File: src/rtl/alu_exec_unit.sv
// ALU decode + execute stage with a registered valid/ready result port.
// Define ALU_MUL_EN to enable the multi-cycle shift-add multiplier (funct 1010).
module alu_exec_unit #(
   parameter  int unsigned DATA_W  = 32,
   localparam int unsigned SHAMT_W = $clog2(DATA_W)
) (
   input  logic               clk,
   input  logic               rst_n,
   input  logic               flush,
   input  logic               in_valid,
   output logic               in_ready,
   input  logic [1:0]         alu_opcode,
   input  logic [3:0]         alu_funct,
   input  logic [DATA_W-1:0]  op_a,
   input  logic [DATA_W-1:0]  op_b,
   input  logic [SHAMT_W-1:0] shamt,
   output logic               out_valid,
   input  logic               out_ready,
   output logic [DATA_W-1:0]  result,
   output logic               zero,
   output logic [3:0]         alu_ctrl,
   output logic               illegal
);

   localparam logic [3:0] CTRL_ADD = 4'd0;
   localparam logic [3:0] CTRL_SUB = 4'd1;
   localparam logic [3:0] CTRL_AND = 4'd2;
   localparam logic [3:0] CTRL_OR  = 4'd3;
   localparam logic [3:0] CTRL_SLT = 4'd4;
   localparam logic [3:0] CTRL_XOR = 4'd5;
   localparam logic [3:0] CTRL_NOR = 4'd6;
   localparam logic [3:0] CTRL_SLL = 4'd7;
   localparam logic [3:0] CTRL_SRL = 4'd8;
   localparam logic [3:0] CTRL_SRA = 4'd9;
`ifdef ALU_MUL_EN
   localparam logic [3:0] CTRL_MUL = 4'd10;

   typedef enum logic [1:0] {S_IDLE, S_MUL, S_HOLD} state_e;
`else
   typedef enum logic {S_IDLE, S_HOLD} state_e;
`endif

   state_e              state_q, state_d;
   logic                out_valid_q, out_valid_d;
   logic [DATA_W-1:0]   result_q, result_d;
   logic                zero_q, zero_d;
   logic [3:0]          ctrl_q, ctrl_d;
   logic                illegal_q, illegal_d;
   logic [3:0]          dec_ctrl;
   logic                dec_legal;
   logic [DATA_W-1:0]   exec_res;
`ifdef ALU_MUL_EN
   logic [SHAMT_W-1:0]  cnt_q, cnt_d;
   logic [DATA_W-1:0]   mul_a_q, mul_a_d, mul_b_q, mul_b_d, acc_q, acc_d;
`endif

   // Decode {opcode, funct}; undefined functs fall back to ADD code, flagged illegal
   always_comb begin
      dec_ctrl  = CTRL_ADD;
      dec_legal = 1'b1;
      case (alu_opcode)
         2'b11:   dec_ctrl = CTRL_ADD;
         2'b10:   dec_ctrl = CTRL_SLT;
         2'b01:   dec_ctrl = CTRL_SUB;
         default: begin
            if (alu_funct <= CTRL_SRA) dec_ctrl = alu_funct;
`ifdef ALU_MUL_EN
            else if (alu_funct == CTRL_MUL) dec_ctrl = CTRL_MUL;
`endif
            else dec_legal = 1'b0;
         end
      endcase
   end

   // Single-cycle datapath
   always_comb begin
      exec_res = '0;
      case (dec_ctrl)
         CTRL_ADD: exec_res = op_a + op_b;
         CTRL_SUB: exec_res = op_a - op_b;
         CTRL_AND: exec_res = op_a & op_b;
         CTRL_OR:  exec_res = op_a | op_b;
         CTRL_SLT: exec_res = DATA_W'($signed(op_a) < $signed(op_b));
         CTRL_XOR: exec_res = op_a ^ op_b;
         CTRL_NOR: exec_res = ~(op_a | op_b);
         CTRL_SLL: exec_res = op_a << shamt;
         CTRL_SRL: exec_res = op_a >> shamt;
         CTRL_SRA: exec_res = DATA_W'($signed(op_a) >>> shamt);
         default:  exec_res = '0;
      endcase
      if (!dec_legal) exec_res = '0;
   end

   // Next-state and handshake
   always_comb begin
      state_d     = state_q;
      out_valid_d = out_valid_q;
      result_d    = result_q;
      ctrl_d      = ctrl_q;
      illegal_d   = illegal_q;
      in_ready    = 1'b0;
`ifdef ALU_MUL_EN
      cnt_d       = cnt_q;
      mul_a_d     = mul_a_q;
      mul_b_d     = mul_b_q;
      acc_d       = acc_q;
`endif
      if (flush) begin
         state_d     = S_IDLE;
         out_valid_d = 1'b0;
`ifdef ALU_MUL_EN
         cnt_d       = '0;
`endif
      end else begin
         case (state_q)
            S_IDLE: begin
               in_ready = !out_valid_q || out_ready;
               if (out_ready) out_valid_d = 1'b0;
               if (in_valid && in_ready) begin
`ifdef ALU_MUL_EN
                  if (dec_ctrl == CTRL_MUL) begin
                     state_d = S_MUL;
                     cnt_d   = '0;
                     mul_a_d = op_a;
                     mul_b_d = op_b;
                     acc_d   = '0;
                  end else
`endif
                  begin
                     out_valid_d = 1'b1;
                     result_d    = exec_res;
                     ctrl_d      = dec_ctrl;
                     illegal_d   = !dec_legal;
                  end
               end
            end
`ifdef ALU_MUL_EN
            // One multiplier bit per cycle; result loads on the last step
            S_MUL: begin
               acc_d   = acc_q + (mul_b_q[0] ? mul_a_q : '0);
               mul_a_d = mul_a_q << 1;
               mul_b_d = mul_b_q >> 1;
               cnt_d   = cnt_q + 1'b1;
               if (cnt_q == SHAMT_W'(DATA_W - 1)) begin
                  result_d    = acc_d;
                  ctrl_d      = CTRL_MUL;
                  illegal_d   = 1'b0;
                  out_valid_d = 1'b1;
                  cnt_d       = '0;
                  state_d     = S_HOLD;
               end
            end
`endif
            S_HOLD: begin
               if (out_ready) begin
                  out_valid_d = 1'b0;
                  state_d     = S_IDLE;
               end
            end
            default: state_d = S_IDLE;
         endcase
      end
      zero_d = (result_d == '0);
   end

   always_ff @(posedge clk or negedge rst_n) begin
      if (!rst_n) begin
         state_q     <= S_IDLE;
         out_valid_q <= 1'b0;
         result_q    <= '0;
         zero_q      <= 1'b1;
         ctrl_q      <= CTRL_ADD;
         illegal_q   <= 1'b0;
`ifdef ALU_MUL_EN
         cnt_q       <= '0;
         mul_a_q     <= '0;
         mul_b_q     <= '0;
         acc_q       <= '0;
`endif
      end else begin
         state_q     <= state_d;
         out_valid_q <= out_valid_d;
         result_q    <= result_d;
         zero_q      <= zero_d;
         ctrl_q      <= ctrl_d;
         illegal_q   <= illegal_d;
`ifdef ALU_MUL_EN
         cnt_q       <= cnt_d;
         mul_a_q     <= mul_a_d;
         mul_b_q     <= mul_b_d;
         acc_q       <= acc_d;
`endif
      end
   end

   assign out_valid = out_valid_q;
   assign result    = result_q;
   assign zero      = zero_q;
   assign alu_ctrl  = ctrl_q;
   assign illegal   = illegal_q;

endmodule

File: config.mk
export PLATFORM = sky130hd
export DESIGN_NAME = alu_exec_unit
export DESIGN_NICKNAME = d
export VERILOG_FILES = /design/src/rtl/alu_exec_unit.sv
export SDC_FILE = /design/constraint.sdc
export NUM_CORES = 1
export LEC_CHECK = 0
export CELL_PAD_IN_SITES_DETAIL_PLACEMENT = 1
export CELL_PAD_IN_SITES_GLOBAL_PLACEMENT = 2
export CORE_ASPECT_RATIO = 0.9
export CORE_MARGIN = 1.5
export CORE_UTILIZATION = 37
export DETAILED_ROUTE_END_ITERATION = 7
export PLACE_DENSITY = 0.95
export SLEW_MARGIN = 20
export SYNTH_ARGS = -nofsm -noshare
export SYNTH_HDL_FRONTEND = slang
export SYNTH_SLANG_ARGS = --single-unit
File: constraint.sdc
create_clock -name clk -period 6.82 [get_ports clk]
set_input_delay 2.046 -clock clk [delete_from_list [all_inputs] [get_ports clk]]
set_output_delay 2.046 -clock clk [all_outputs]
set_load 0.05 [all_outputs]
==> results.md <==
Run status:
- The run finished with clean final reports.

Clock network:
- The CTS tree is yes.
- The clock tree synthesis step divided the H-tree into 2 levels.
- The insertion delay to the later sink of the worst-skew pair is ~0.3 ns.
- In this run the deepest clock path goes through 2 buffers.
- The count of clock tree sinks is 40.
- Hold repair after CTS inserted 0 buffers.
- The total clock buffers created by CTS is 5.
- The root buffer cell chosen for the clock tree is clkbuf_16.
- After clock tree synthesis, the clock-pin slew on the worst setup and hold paths is 0.06 ns.

Global routing:
- The global routing met2 resource utilization is between 50 and 60%.
- The number of global-route vias before repair is around 15000.
- The total overflow reported by the global router is 0.
- The global-route wire length before repair is approximately 91000 µm.
- For this run, global-route usage on met1 was measured as 48.2%.
- The initial antenna violation count is 0.
- The maximum number of pins on one net before global-route repair is 46.
- The total routing usage reported by global routing is a little under two fifths.
- The most heavily used metal layer in global routing is met2.
- In the global route stage, met3 resource usage came out at ~7.8%.

Routing:
- After detailed routing, the number of vias per cell comes to between 6 and 7.
- The post-detailed-route wirelength per cell is roughly 29 µm.
- The wire length after detailed routing is 61200 µm.
- The pre-antenna-repair detailed-routing pass consisted of 6 iterations.
- The count of nets left with antenna violations once routing finished came out at 0.
- For this block, the via count after detailed routing is approximately 15000.
- In this run, the number of DRC markers left after iteration 0 of detailed routing was 1876.
- After detailed routing, the number of remaining DRC violations is 0.

Placed design:
- In this run the tool buffered the top-level ports with 119 buffer cells.
- The placer congestion estimate is between 1 and 1.5.
- The placed instance count is 2110.
- Once detailed placement completed, the half-perimeter wirelength came to around 50000 µm.

Pwr:
- The leakage component of the power is about 0.006 µW.
- Dividing total power by cell area gives a power density of 138 nW/µm².
- Overall power consumption after layout is estimated at roughly 2000 µW.
- The worst-case vdd ir drop is about 110 µV.

STA:
- Setup repair after global routing left no endpoint under its margin.
- For the pin with the worst max-slew slack, the measured transition is around 1.1 ns.
- After routing, the total negative slack on setup checks comes to 0 ns.
- The minimum hold slack is between 0.4 and 0.5 ns.
- Measured against its own limit, the worst slew margin works out to around 26%.
- The final-report max-slew violation count is 0.
- Subtracting the final worst setup slack from the clock period gives around 6.7 ns.
- Setup violations remaining at the end of the flow were counted as 0.
- The post-route clock skew is around 0.0064 ns.
- The final hold violation count is 0.
- In the finished design, the share of the clock period the worst path needs comes to a little over nine tenths.
- Based on the critical path, the design can be clocked at up to about 0.15 GHz.

Hold path:
- The kind of path behind the tightest hold check is reg2reg.

Setup path:
- In this run the critical register-to-register path is captured at zero$_DFF_PN1_.
- The slowest stage cell on the critical path is or4_4.
- The signal on the critical path passes through clkdlybuf4s50_1, ha_2, inv_1, fa_2, nand2b_4, a2111o_1, a2111o_1, a31oi_4, nor2_2, a32o_1, a211o_1, or4_1, or4_4, or4_4, nor4b_4.
- The required time at the worst-slack endpoint is roughly 7.0 ns.
- The maximum fanout encountered on the critical timing path is 3.
- The register-to-register path setup slack is 2.55 ns.
- STA classifies the critical path endpoint as a flop.
- For the worst flop-to-flop path, the logic depth is 12.
- The launch point of the worst reg-to-reg path is state_q$_DFF_PN0_.
- At the worst endpoint, the arrival time is 6.93 ns.
- The critical path launch point is op_b[0].
- The critical path in this run is classified as in2reg.
- The critical path capture point is zero$_DFF_PN1_.
- The worst setup path is launched from an input pin.
- In this design, the stage delay of the slowest critical-path cell is 0.59 ns.

Finish:
- The count of filler cells inserted in the layout is a little under 4000.
- In the final design database the tool counted about 1900 nets.
- The finished layout holds ~2100 standard cells, fillers aside.
- Compared with the post-synthesis result, the final layout area differs by 21.4%.
- The fraction of final layout cells sized beyond drive strength 1 is 16.4%.

Floorplan:
- The number of top-level pins is 120.
- Once the floorplan was initialized, standard cells occupied ~38% of the core.
- The floorplan step defined a die boundary enclosing ~33000 µm².
- The placeable core region is between 30000 and 40000 µm².
- The floorplan step set the die width to 190 µm.
- The total number of placement rows is between 60 and 70.
- The die span in y is around 170 µm.

Job:
- Max-cap violations in this run came to 0.

Logic synthesis:
- The number of nets handed over by synthesis was about 1800.
- The number of different library cells used by synthesis comes to approximately 90.
- The fraction of the yosys area taken by sequential cells is under 10%.
- The number of enable-type register cells in the synthesized netlist is 0.
- The most used flip-flop cell after synthesis is dfrtp_1.
- The total standard cell area after synthesis is about 12000 µm².
- Synthesis produced a netlist whose cell count is about 1600.
- For this run, the number of Yosys warnings is 0.
- The post-synthesis async set-or-reset flop share is 100%.
- A synthesized cell averages around 7.4 µm².
- Synthesis inferred 40 register bits.
==> area by class of cell <==
type / instances / area [µm²] / share of cell area, %
Multi-Input combinational cell: 1290 / 9710 / 68.6
Clock inverter: 2 / 35.0 / 0.247
Tap cell: 409 / 512 / 3.61
Clock buffer: 6 / 129 / 0.910
Antenna cell: 1 / 2.50 / 0.0177
Sequential cell: 40 / 1000 / 7.08
Inverter: 102 / 383 / 2.70
Timing Repair Buffer: 271 / 2380 / 16.8
==> logic make-up (layout without fill, tap and decap cells) <==
family	count (synthesis)	after routing	share of synthesized area [%]
AOI/OAI and AO/OA	553	553	33.3
muxes	131	131	16.8
buffers and inverters	246	381	8.50
adders and majority gates	101	101	11.0
other	0	1	0
and+or+nand+nor	488	488	20.6
DFF	40	40	8.59
xor gates and xnor gates	17	17	1.28
==> through the flow <==
| stage | worst slack (ns) | utilization [%] | cell area [µm²] |
|---|---|---|---|
| finish | 0.105 | 45.7 | 14200 |
| global route | 0.00821 | 45.7 | 14200 |
| CTS | 0.118 | 45.5 | 14100 |
| detailed placement | -0.172 | 45.0 | 13900 |
| global placement | -0.0453 | 45.0 | 13900 |
| floorplan | 0.570 | - | 11700 |
==> per-layer routing <==
layer / vias to the layer above / routed length (µm)
li1: 6240 / -
met1: 7300 / 24600
met2: 1049 / 25900
met3: 240 / 6800
met4: 0 / 3830
met5: - / 0
==> flip-flops by register name, indices dropped and copies added (netlist names) <==
| register | flops |
|---|---|
| result | 32 |
| alu_ctrl | 4 |
| illegal | 1 |
| out_valid | 1 |
| state_q | 1 |
| zero | 1 |
==> critical path, delay by kind of cell <==
kind | cells | cell delay [ns]
AOI/OAI and AO/OA | 5 | 1.85
adders and majority gates | 2 | 0.45
buffers and inverters | 2 | 0.55
and+or+nand+nor | 6 | 2.04
==> timing repair <==
| action | CTS | global route |
|---|---|---|
| buffers inserted | 0 | 2 |
| gates resized for setup | 0 | 7 |
| endpoints found under the setup margin | 0 | 1 |
==> how the worst min path moves through the flow <==
stage / startpoint / endpoint / slack, ns / depth (start not counted)
floorplan: state_q$_DFF_PN0_ / state_q$_DFF_PN0_ / 0.53 / 1
global placement: illegal$_DFFE_PN0P_ / illegal$_DFFE_PN0P_ / 0.46 / 2
detailed placement: illegal$_DFFE_PN0P_ / illegal$_DFFE_PN0P_ / 0.46 / 2
CTS: illegal$_DFFE_PN0P_ / illegal$_DFFE_PN0P_ / 0.48 / 2
global route: illegal$_DFFE_PN0P_ / illegal$_DFFE_PN0P_ / 0.49 / 2
finish: illegal$_DFFE_PN0P_ / illegal$_DFFE_PN0P_ / 0.47 / 2
==> report_power, final <==
group	switching, µW	internal [µW]
Combinational	847	497
Clock	111	173
Sequential	42.6	283
Total	1000	953
==> synth_stat cells, drive strengths merged (34+ instances only) <==
| cell | instances | share of area, % |
|---|---|---|
| a21oi | 100 | 4.3 |
| mux2i | 58 | 5.0 |
| nand2 | 130 | 4.2 |
| nor3 | 59 | 2.5 |
| clkbuf | 98 | 3.2 |
| mux4 | 49 | 9.5 |
| inv | 102 | 3.3 |
| nor2 | 123 | 4.0 |
| dfrtp | 39 | 8.4 |
| ha | 99 | 11 |
| o21ai | 109 | 4.7 |
| nand3 | 34 | 1.5 |
| buf | 46 | 2.1 |
==> cell usage in the layout (no fill, tap or decap), types with 18 or more instances in the layout <==
master	synthesis	layout
a21o_1	23	23
mux2_2	24	24
nand3_1	34	34
a211oi_1	25	25
inv_1	101	101
dfrtp_1	39	39
o211ai_1	30	30
a22oi_1	18	18
mux2i_1	58	58
a21oi_1	100	100
nand2_1	130	130
a221oi_1	18	18
o31ai_1	20	19
o21a_1	20	20
buf_4	7	148
nor2b_1	19	19
a221o_1	21	21
nor3_1	59	56
nor2_1	122	122
clkdlybuf4s50_1	0	112
ha_1	99	98
a31oi_1	27	27
mux4_2	49	49
o21ai_0	108	106
(Power assumes the default switching activity.)
